## src/rtl/pipeline_ctrl_pkg.sv

```systemverilog
// Shared types and constants for the pipeline stall/flush sequencer.
// Control bundles encode which registers freeze and which stages take a NOP.
package pipeline_ctrl_pkg;

    localparam int unsigned NREGS_DEFAULT = 8;
    localparam int unsigned RW_DEFAULT    = 3;

    typedef enum logic {
        RUN   = 1'b0,
        MULTI = 1'b1
    } ctrlState_e;

    // A bubble loads a NOP into the named pipeline register; a hold freezes it.
    typedef struct packed {
        logic pcHold;
        logic hold1;
        logic hold2;
        logic bubble2;
        logic bubble3;
        logic bubble4;
    } pipeCtl_t;

    localparam pipeCtl_t CTL_NONE = '0;

    localparam pipeCtl_t CTL_WB_REDIRECT = '{
        pcHold: 1'b0, hold1: 1'b0, hold2: 1'b0,
        bubble2: 1'b1, bubble3: 1'b1, bubble4: 1'b1
    };

    localparam pipeCtl_t CTL_EX_REDIRECT = '{
        pcHold: 1'b0, hold1: 1'b0, hold2: 1'b0,
        bubble2: 1'b1, bubble3: 1'b1, bubble4: 1'b0
    };

    localparam pipeCtl_t CTL_LOAD_USE = '{
        pcHold: 1'b1, hold1: 1'b1, hold2: 1'b1,
        bubble2: 1'b0, bubble3: 1'b1, bubble4: 1'b0
    };

    localparam pipeCtl_t CTL_MULTI_HOLD = '{
        pcHold: 1'b1, hold1: 1'b1, hold2: 1'b1,
        bubble2: 1'b0, bubble3: 1'b0, bubble4: 1'b0
    };

    // Empty LM/SM list: the instruction leaves RR as a NOP.
    localparam pipeCtl_t CTL_NOP_RETIRE = '{
        pcHold: 1'b0, hold1: 1'b0, hold2: 1'b0,
        bubble2: 1'b0, bubble3: 1'b1, bubble4: 1'b0
    };

endpackage

```

## src/rtl/lowest_set_bit.sv

```systemverilog
// Priority encoder: index of the lowest set bit, plus any-set and exactly-one-set flags.
module lowest_set_bit #(
    parameter int unsigned Width = 8,
    parameter int unsigned IdxW  = 3
) (
    input  logic [Width-1:0] vec,
    output logic [IdxW-1:0]  index,
    output logic             found,
    output logic             single
);

    // Scan downward so the lowest set bit is the final assignment.
    always_comb begin
        index = '0;
        for (int i = int'(Width) - 1; i >= 0; i--) begin
            if (vec[i]) begin
                index = IdxW'(i);
            end
        end
    end

    assign found  = |vec;
    assign single = found && ((vec & (vec - Width'(1))) == '0);

endmodule

```

## src/rtl/pipeline_hazard_ctrl.sv

```systemverilog
// Stall/flush sequencer: resolves redirects and load-use hazards, and
// issues LM/SM instructions out of RR as one register micro-op per cycle.
module pipeline_hazard_ctrl
    import pipeline_ctrl_pkg::*;
#(
    parameter int unsigned NREGS = NREGS_DEFAULT,
    parameter int unsigned RW    = RW_DEFAULT
) (
    input  logic             clk,
    input  logic             reset,
    input  logic             rr_valid,
    input  logic [RW-1:0]    rr_src_a,
    input  logic [RW-1:0]    rr_src_b,
    input  logic             rr_use_a,
    input  logic             rr_use_b,
    input  logic             rr_multi,
    input  logic [NREGS-1:0] rr_reg_list,
    input  logic             ex_valid,
    input  logic             ex_load,
    input  logic [RW-1:0]    ex_dest,
    input  logic             ex_redirect,
    input  logic             wb_redirect,
    output logic             pc_hold,
    output logic             hold1,
    output logic             hold2,
    output logic             bubble2,
    output logic             bubble3,
    output logic             bubble4,
    output logic             multi_active,
    output logic [RW-1:0]    multi_reg,
    output logic [RW:0]      multi_offset,
    output logic             multi_last
);

    ctrlState_e       stateQ, stateD;
    logic [NREGS-1:0] remainQ, remainD;
    logic [RW:0]      countQ, countD;

    logic [NREGS-1:0] lsbVec;
    logic [RW-1:0]    lsbIdx;
    logic             lsbFound;
    logic             lsbSingle;
    logic [NREGS-1:0] issueMask;
    logic             loadUse;

    pipeCtl_t    ctl;
    logic        mActive;
    logic [RW-1:0] mReg;
    logic [RW:0] mOffset;
    logic        mLast;

    // Once sequencing has started, the latched remainder replaces the live list.
    assign lsbVec = (stateQ == MULTI) ? remainQ : rr_reg_list;

    lowest_set_bit #(
        .Width (NREGS),
        .IdxW  (RW)
    ) uLsb (
        .vec    (lsbVec),
        .index  (lsbIdx),
        .found  (lsbFound),
        .single (lsbSingle)
    );

    assign issueMask = NREGS'(1) << lsbIdx;

    assign loadUse = ex_valid && ex_load && rr_valid &&
                     ((rr_use_a && (rr_src_a == ex_dest)) ||
                      (rr_use_b && (rr_src_b == ex_dest)));

    always_comb begin
        ctl     = CTL_NONE;
        mActive = 1'b0;
        mReg    = '0;
        mOffset = '0;
        mLast   = 1'b0;
        stateD  = stateQ;
        remainD = remainQ;
        countD  = countQ;

        if (wb_redirect) begin
            ctl     = CTL_WB_REDIRECT;
            stateD  = RUN;
            remainD = '0;
            countD  = '0;
        end else if (ex_redirect) begin
            ctl     = CTL_EX_REDIRECT;
            stateD  = RUN;
            remainD = '0;
            countD  = '0;
        end else if (loadUse) begin
            ctl = CTL_LOAD_USE;
        end else if (stateQ == MULTI) begin
            if (lsbFound) begin
                mActive = 1'b1;
                mReg    = lsbIdx;
                mOffset = countQ;
                if (lsbSingle) begin
                    mLast   = 1'b1;
                    stateD  = RUN;
                    remainD = '0;
                    countD  = '0;
                end else begin
                    ctl     = CTL_MULTI_HOLD;
                    remainD = remainQ & ~issueMask;
                    countD  = countQ + (RW+1)'(1);
                end
            end else begin
                // Unreachable with a consistent remainder; recover to RUN.
                stateD  = RUN;
                remainD = '0;
                countD  = '0;
            end
        end else if (rr_valid && rr_multi) begin
            if (lsbFound) begin
                mActive = 1'b1;
                mReg    = lsbIdx;
                if (lsbSingle) begin
                    mLast = 1'b1;
                end else begin
                    ctl     = CTL_MULTI_HOLD;
                    remainD = rr_reg_list & ~issueMask;
                    countD  = (RW+1)'(1);
                    stateD  = MULTI;
                end
            end else begin
                ctl = CTL_NOP_RETIRE;
            end
        end
    end

    always_ff @(posedge clk or negedge reset) begin
        if (!reset) begin
            stateQ  <= RUN;
            remainQ <= '0;
            countQ  <= '0;
        end else begin
            stateQ  <= stateD;
            remainQ <= remainD;
            countQ  <= countD;
        end
    end

    // Outputs are Mealy, so force them quiet while reset is held.
    assign pc_hold      = reset & ctl.pcHold;
    assign hold1        = reset & ctl.hold1;
    assign hold2        = reset & ctl.hold2;
    assign bubble2      = reset & ctl.bubble2;
    assign bubble3      = reset & ctl.bubble3;
    assign bubble4      = reset & ctl.bubble4;
    assign multi_active = reset & mActive;
    assign multi_reg    = reset ? mReg : '0;
    assign multi_offset = reset ? mOffset : '0;
    assign multi_last   = reset & mLast;

endmodule
```

## config.mk

```make
export PLATFORM = sky130hd
export DESIGN_NAME = pipeline_hazard_ctrl
export DESIGN_NICKNAME = d
export VERILOG_FILES = /design/src/rtl/pipeline_ctrl_pkg.sv /design/src/rtl/lowest_set_bit.sv /design/src/rtl/pipeline_hazard_ctrl.sv
export SDC_FILE = /design/constraint.sdc
export NUM_CORES = 1
export LEC_CHECK = 0
export ABC_AREA = 1
export CAP_MARGIN = 20
export CORE_MARGIN = 2
export CORE_UTILIZATION = 45
export CTS_BUF_LIST = sky130_fd_sc_hd__clkbuf_4 sky130_fd_sc_hd__clkbuf_8
export CTS_CLUSTER_SIZE = 30
export DETAILED_ROUTE_END_ITERATION = 10
export DONT_BUFFER_PORTS = 1
export HOLD_SLACK_MARGIN = 0.06
export REMOVE_ABC_BUFFERS = 1
export SYNTH_ARGS = -nofsm -noshare
export SYNTH_HDL_FRONTEND = slang
export SYNTH_HIERARCHICAL = 1
export SYNTH_SLANG_ARGS = --single-unit
```

## constraint.sdc

```tcl
create_clock -name clk -period 4 [get_ports clk]
set_clock_uncertainty 0.1 [all_clocks]
set_input_delay 0.6 -clock clk [delete_from_list [all_inputs] [get_ports clk]]
set_output_delay 0.6 -clock clk [all_outputs]
set_load 0.005 [all_outputs]
```

==> results.md <==
Setup path:
- For the worst flop-to-flop path, the logic depth is 14.
- Of all nets on the critical path, the largest fanout is 18.
- The sort of element at the end of the critical path is a primary output.
- The startpoint kind of the worst setup timing path is a flip-flop.
- At the worst endpoint, the required time is 3300 ps.
- The startpoint-to-endpoint class of the critical path is flip-flop to primary output.
- For the worst setup path, the data arrival time is 2520 ps.

Floorplan:
- In this run the standard cell core region covers 0.00305 mm2.
- The die outline height is 60.7 um.
- For this design the top-level I/O count stands at 42.
- The floorplan row count is 20.
- The initial standard-cell utilization of the core is 47.4%.
- The die covers 0.00369 mm2.
- The die is 60.7 um wide.

Synth:
- Synthesis inferred 13 register bits.
- The mapped cell area is 0.00145 mm2.
- After synthesis, the largest family of logic cells by area is simple AND/OR/NAND/NOR gates.
- The number of standard cells after synthesis is 241.
- The synthesized-area fraction occupied by ao, oa, aoi and oai cells is 9.33%.
- The share of the yosys chip area belonging to registers is 22.5%.
- The share of cell area taken by muxes after synthesis is 0%.
- After synthesis, the mean cell area works out to 6.01 um2.
- The simple-gate portion of the synthesized area is 50.2%.
- During synthesis, Yosys emitted a total of 6 warnings.
- The adder-cell share of the synthesized area is 0.864%.
- The share of the synthesized netlist area taken by xor and xnor gates is 1.21%.
- The number of distinct library cell variants in the gate-level netlist after synthesis is 27.

Clock network:
- In this run the number of H-tree levels came out at 1.
- TritonCTS built the clock tree.
- The root buffer cell chosen for the clock tree is sky130_fd_sc_hd__clkbuf_4.
- The longest clock path from root to sink contains 2 buffers.
- At the later pin of the worst-skew pair, clock insertion delay measures 280 ps.
- The number of clock buffers added by TritonCTS is 3.
- The tree built by TritonCTS fans out to 13 sinks.
- The clock transition at the registers of the reported paths is 80 ps.

Run:
- The max-cap violation count is 0.

Routing:
- The DRC marker count from the first detailed-route iteration is 47.
- Dividing the detail-routed wire length by the instance count gives 12.1 um.
- The count of unresolved DRC violations after routing is 0.
- The first-pass iteration count of the detailed router is 4.
- Detailed routing inserted a total of 1419 vias.
- The vias per cell is 5.03.
- The detail route stage leaves a number of antenna-violating nets equal to 0.
- The routed wire length is 3410 um.

Place:
- The count of buffers added on input and output ports is 0.
- The total instance count after detailed placement is 277.
- The last weighted congestion value of the routability-driven placer is 0.890.
- The post-detailed-placement cell area is 0.00144 mm2.
- Timing analysis after detailed placement gives a worst setup slack of 1030 ps.
- The post-detailed-placement half-perimeter wirelength is 2730 um.

Global routing:
- The first global-routing pass estimated 5460 um of wire.
- The number of antenna violations at the first check in global routing is 0.
- The routing usage on met3 is 3.84%.
- The layer with the highest usage after global routing is met2.
- For this run, the total global-route usage over all layers was measured as 19.5%.
- Global routing consumed, on the met1 layer, 25.6% of the routing resources.
- Entering global routing, the biggest net connects 19 pins.
- The number of global-route vias before repair is 1240.
- The global routing met2 resource utilization is 35.0%.
- The remaining global-route overflow is 0.

Worst hold path:
- Along the worst hold path, the cell count comes to 3.
- In this run the worst hold path is classified as input port to flip-flop.

Power:
- The total chip power is 0.000330 W.
- The internal power summed over all cells is 0.000211 W.
- The part of the total power dissipated in sequential elements is 42.7%.
- The share of power burned in the clock network is 26.9%.
- The largest vdd supply drop is 179 uV.
- Net switching is 36.1% of the power.
- The switching power total is 0.000119 W.
- The leakage power is 0.836 nW.
- For this design the ratio of total power to cell area is 223 mW/mm2.
- Combinational cells account for 30.4% of the total power.

STA:
- Setup repair after global routing left no endpoint under its margin.
- For the pin with the worst max-slew slack, the measured transition is 600 ps.
- The fmax is 0.311 GHz.
- The number of slew-limit violations in the final report is 0.
- The post-route minimum period is 3220 ps.
- The worst path meets setup with 782 ps of slack.
- The total count of hold-check failures in the final report is 0.
- For the final routed database, the setup TNS stands at 0 ps.
- The share of the cycle needed by the critical path after routing is 80.4%.
- Setup violations remaining at the end of the flow were counted as 0.
- The worst relative slew slack is 59.6%.

Finish:
- After filler insertion, the fill cell instance count of the layout stands at 356.
- The final layout net count is 267.
- The layout-stage area growth over the synthesis result is 2.07%.
- The post-route non-filler standard cell count is 282.
- The total inserted antenna cells is 0.
- Of the cells placed in the final design, the portion with a size suffix greater than 1 is 11.3%.
- With fillers left out, the area of the finished cells amounts to 0.00148 mm2.

Status:
- The run finished with clean final reports.
[cells in the final DEF (no fill, tap or decap)]
cell type / n
sky130_fd_sc_hd__inv_1: 40
sky130_fd_sc_hd__o21ai_0: 10
sky130_fd_sc_hd__nand3_1: 22
sky130_fd_sc_hd__dlygate4sd3_1: 1
sky130_fd_sc_hd__a21boi_1: 1
sky130_fd_sc_hd__nor2_4: 3
sky130_fd_sc_hd__nand2_2: 2
sky130_fd_sc_hd__a31oi_1: 1
sky130_fd_sc_hd__a21oi_1: 9
sky130_fd_sc_hd__nand2_4: 2
sky130_fd_sc_hd__nand3_2: 10
sky130_fd_sc_hd__o21ai_1: 2
sky130_fd_sc_hd__nand2_1: 61
sky130_fd_sc_hd__nand4_1: 6
sky130_fd_sc_hd__clkbuf_4: 4
sky130_fd_sc_hd__nor3b_1: 2
sky130_fd_sc_hd__and3_1: 1
sky130_fd_sc_hd__nor2_2: 1
sky130_fd_sc_hd__ha_1: 1
sky130_fd_sc_hd__nor3_1: 9
sky130_fd_sc_hd__inv_2: 4
sky130_fd_sc_hd__o21ai_2: 1
sky130_fd_sc_hd__xor2_1: 2
sky130_fd_sc_hd__nor2_1: 29
sky130_fd_sc_hd__a211oi_1: 1
sky130_fd_sc_hd__dfrtp_1: 13
[cell usage after synthesis, drive strengths merged]
master / n / area [um2]
xor2: 2 / 17.5
nand4: 6 / 37.5
o21ai: 13 / 68.8
a211oi: 1 / 7.51
nand2: 65 / 264
buf: 8 / 65.1
a21oi: 9 / 45.0
nor3: 9 / 45.0
a31oi: 1 / 6.26
nor3b: 2 / 15.0
and3: 1 / 6.26
ha: 1 / 12.5
dfrtp: 13 / 325
a21boi: 1 / 7.51
inv: 44 / 165
nor2: 33 / 149
nand3: 32 / 210
[sequential cells by signal (all words and copies together), names as in the netlist]
name and cells:
remainQ 8, countQ 4, stateQ 1
[per-layer routing]
layer / vias to the layer above / share of wire, %
li1: 757 / -
met1: 626 / 46
met2: 36 / 49
met3: 0 / 4.7
met4: 0 / 0
met5: - / 0
[power by group through the flow]
stage | logic (W) | clock network [W] | registers [W]
after detailed placement | 0.0000971 | 0 | 0.000144
after CTS | 0.000101 | 0.0000920 | 0.000141
after global placement | 0.0000980 | 0 | 0.000144
final | 0.000100 | 0.0000888 | 0.000141
after floorplan | 0.0000806 | 0 | 0.000142
after global routing | 0.000116 | 0.0000985 | 0.000142
[area by class of cell]
| type | instances | area, um2 | area share [%] |
|---|---|---|---|
| clock buffers | 4 | 30.0 | 2.03 |
| inverters | 44 | 165 | 11.2 |
| multi-input cells | 176 | 892 | 60.4 |
| flip-flops and latches | 13 | 325 | 22.0 |
| well taps | 44 | 55.1 | 3.73 |
| repair buffers | 1 | 10.0 | 0.677 |
[worst paths after layout]
path                        startpoint    endpoint  slack (ps)
max                             stateQ       hold2         780
max reg2reg                     stateQ   countQ[1]         950
min                        wb_redirect   countQ[0]         380
min reg2reg                 remainQ[7]  remainQ[7]         420
min in group asynchronous        reset   countQ[2]         660
max in group asynchronous        reset  remainQ[1]        2750
[timing repair]
item	CTS	global route
hold buffers	1	0
gates resized for setup	0	0
endpoints found under the hold margin	13	0
setup buffers	0	0
[logic make-up after synthesis]
logic type	count (synthesis)
adders and majority gates	1
and+or+nand+nor	148
buffers and inverters	52
AOI/OAI and AO/OA	25
DFF	13
xor gates and xnor gates	2
[worst max-delay path, stage by stage (launching register included)]
cell and delay [ps]:
sky130_fd_sc_hd__dfrtp_1 660, sky130_fd_sc_hd__inv_1 210, sky130_fd_sc_hd__nand2_1 130, sky130_fd_sc_hd__nand2_1 130, sky130_fd_sc_hd__nor2_2 210, sky130_fd_sc_hd__nand4_1 240
sky130_fd_sc_hd__nand3_1 130, sky130_fd_sc_hd__nor2_1 70, sky130_fd_sc_hd__nor2_1 150, sky130_fd_sc_hd__nor2_1 60, sky130_fd_sc_hd__nor2_1 260
[metrics by stage]
step	utilization [%]	hold WS (ps)
after detailed placement	47.1	205
after global placement	47.1	205
after floorplan	-	204
final	48.4	379
after CTS	48.4	370
after global routing	48.4	377
Power figures use the tool's default switching activity.
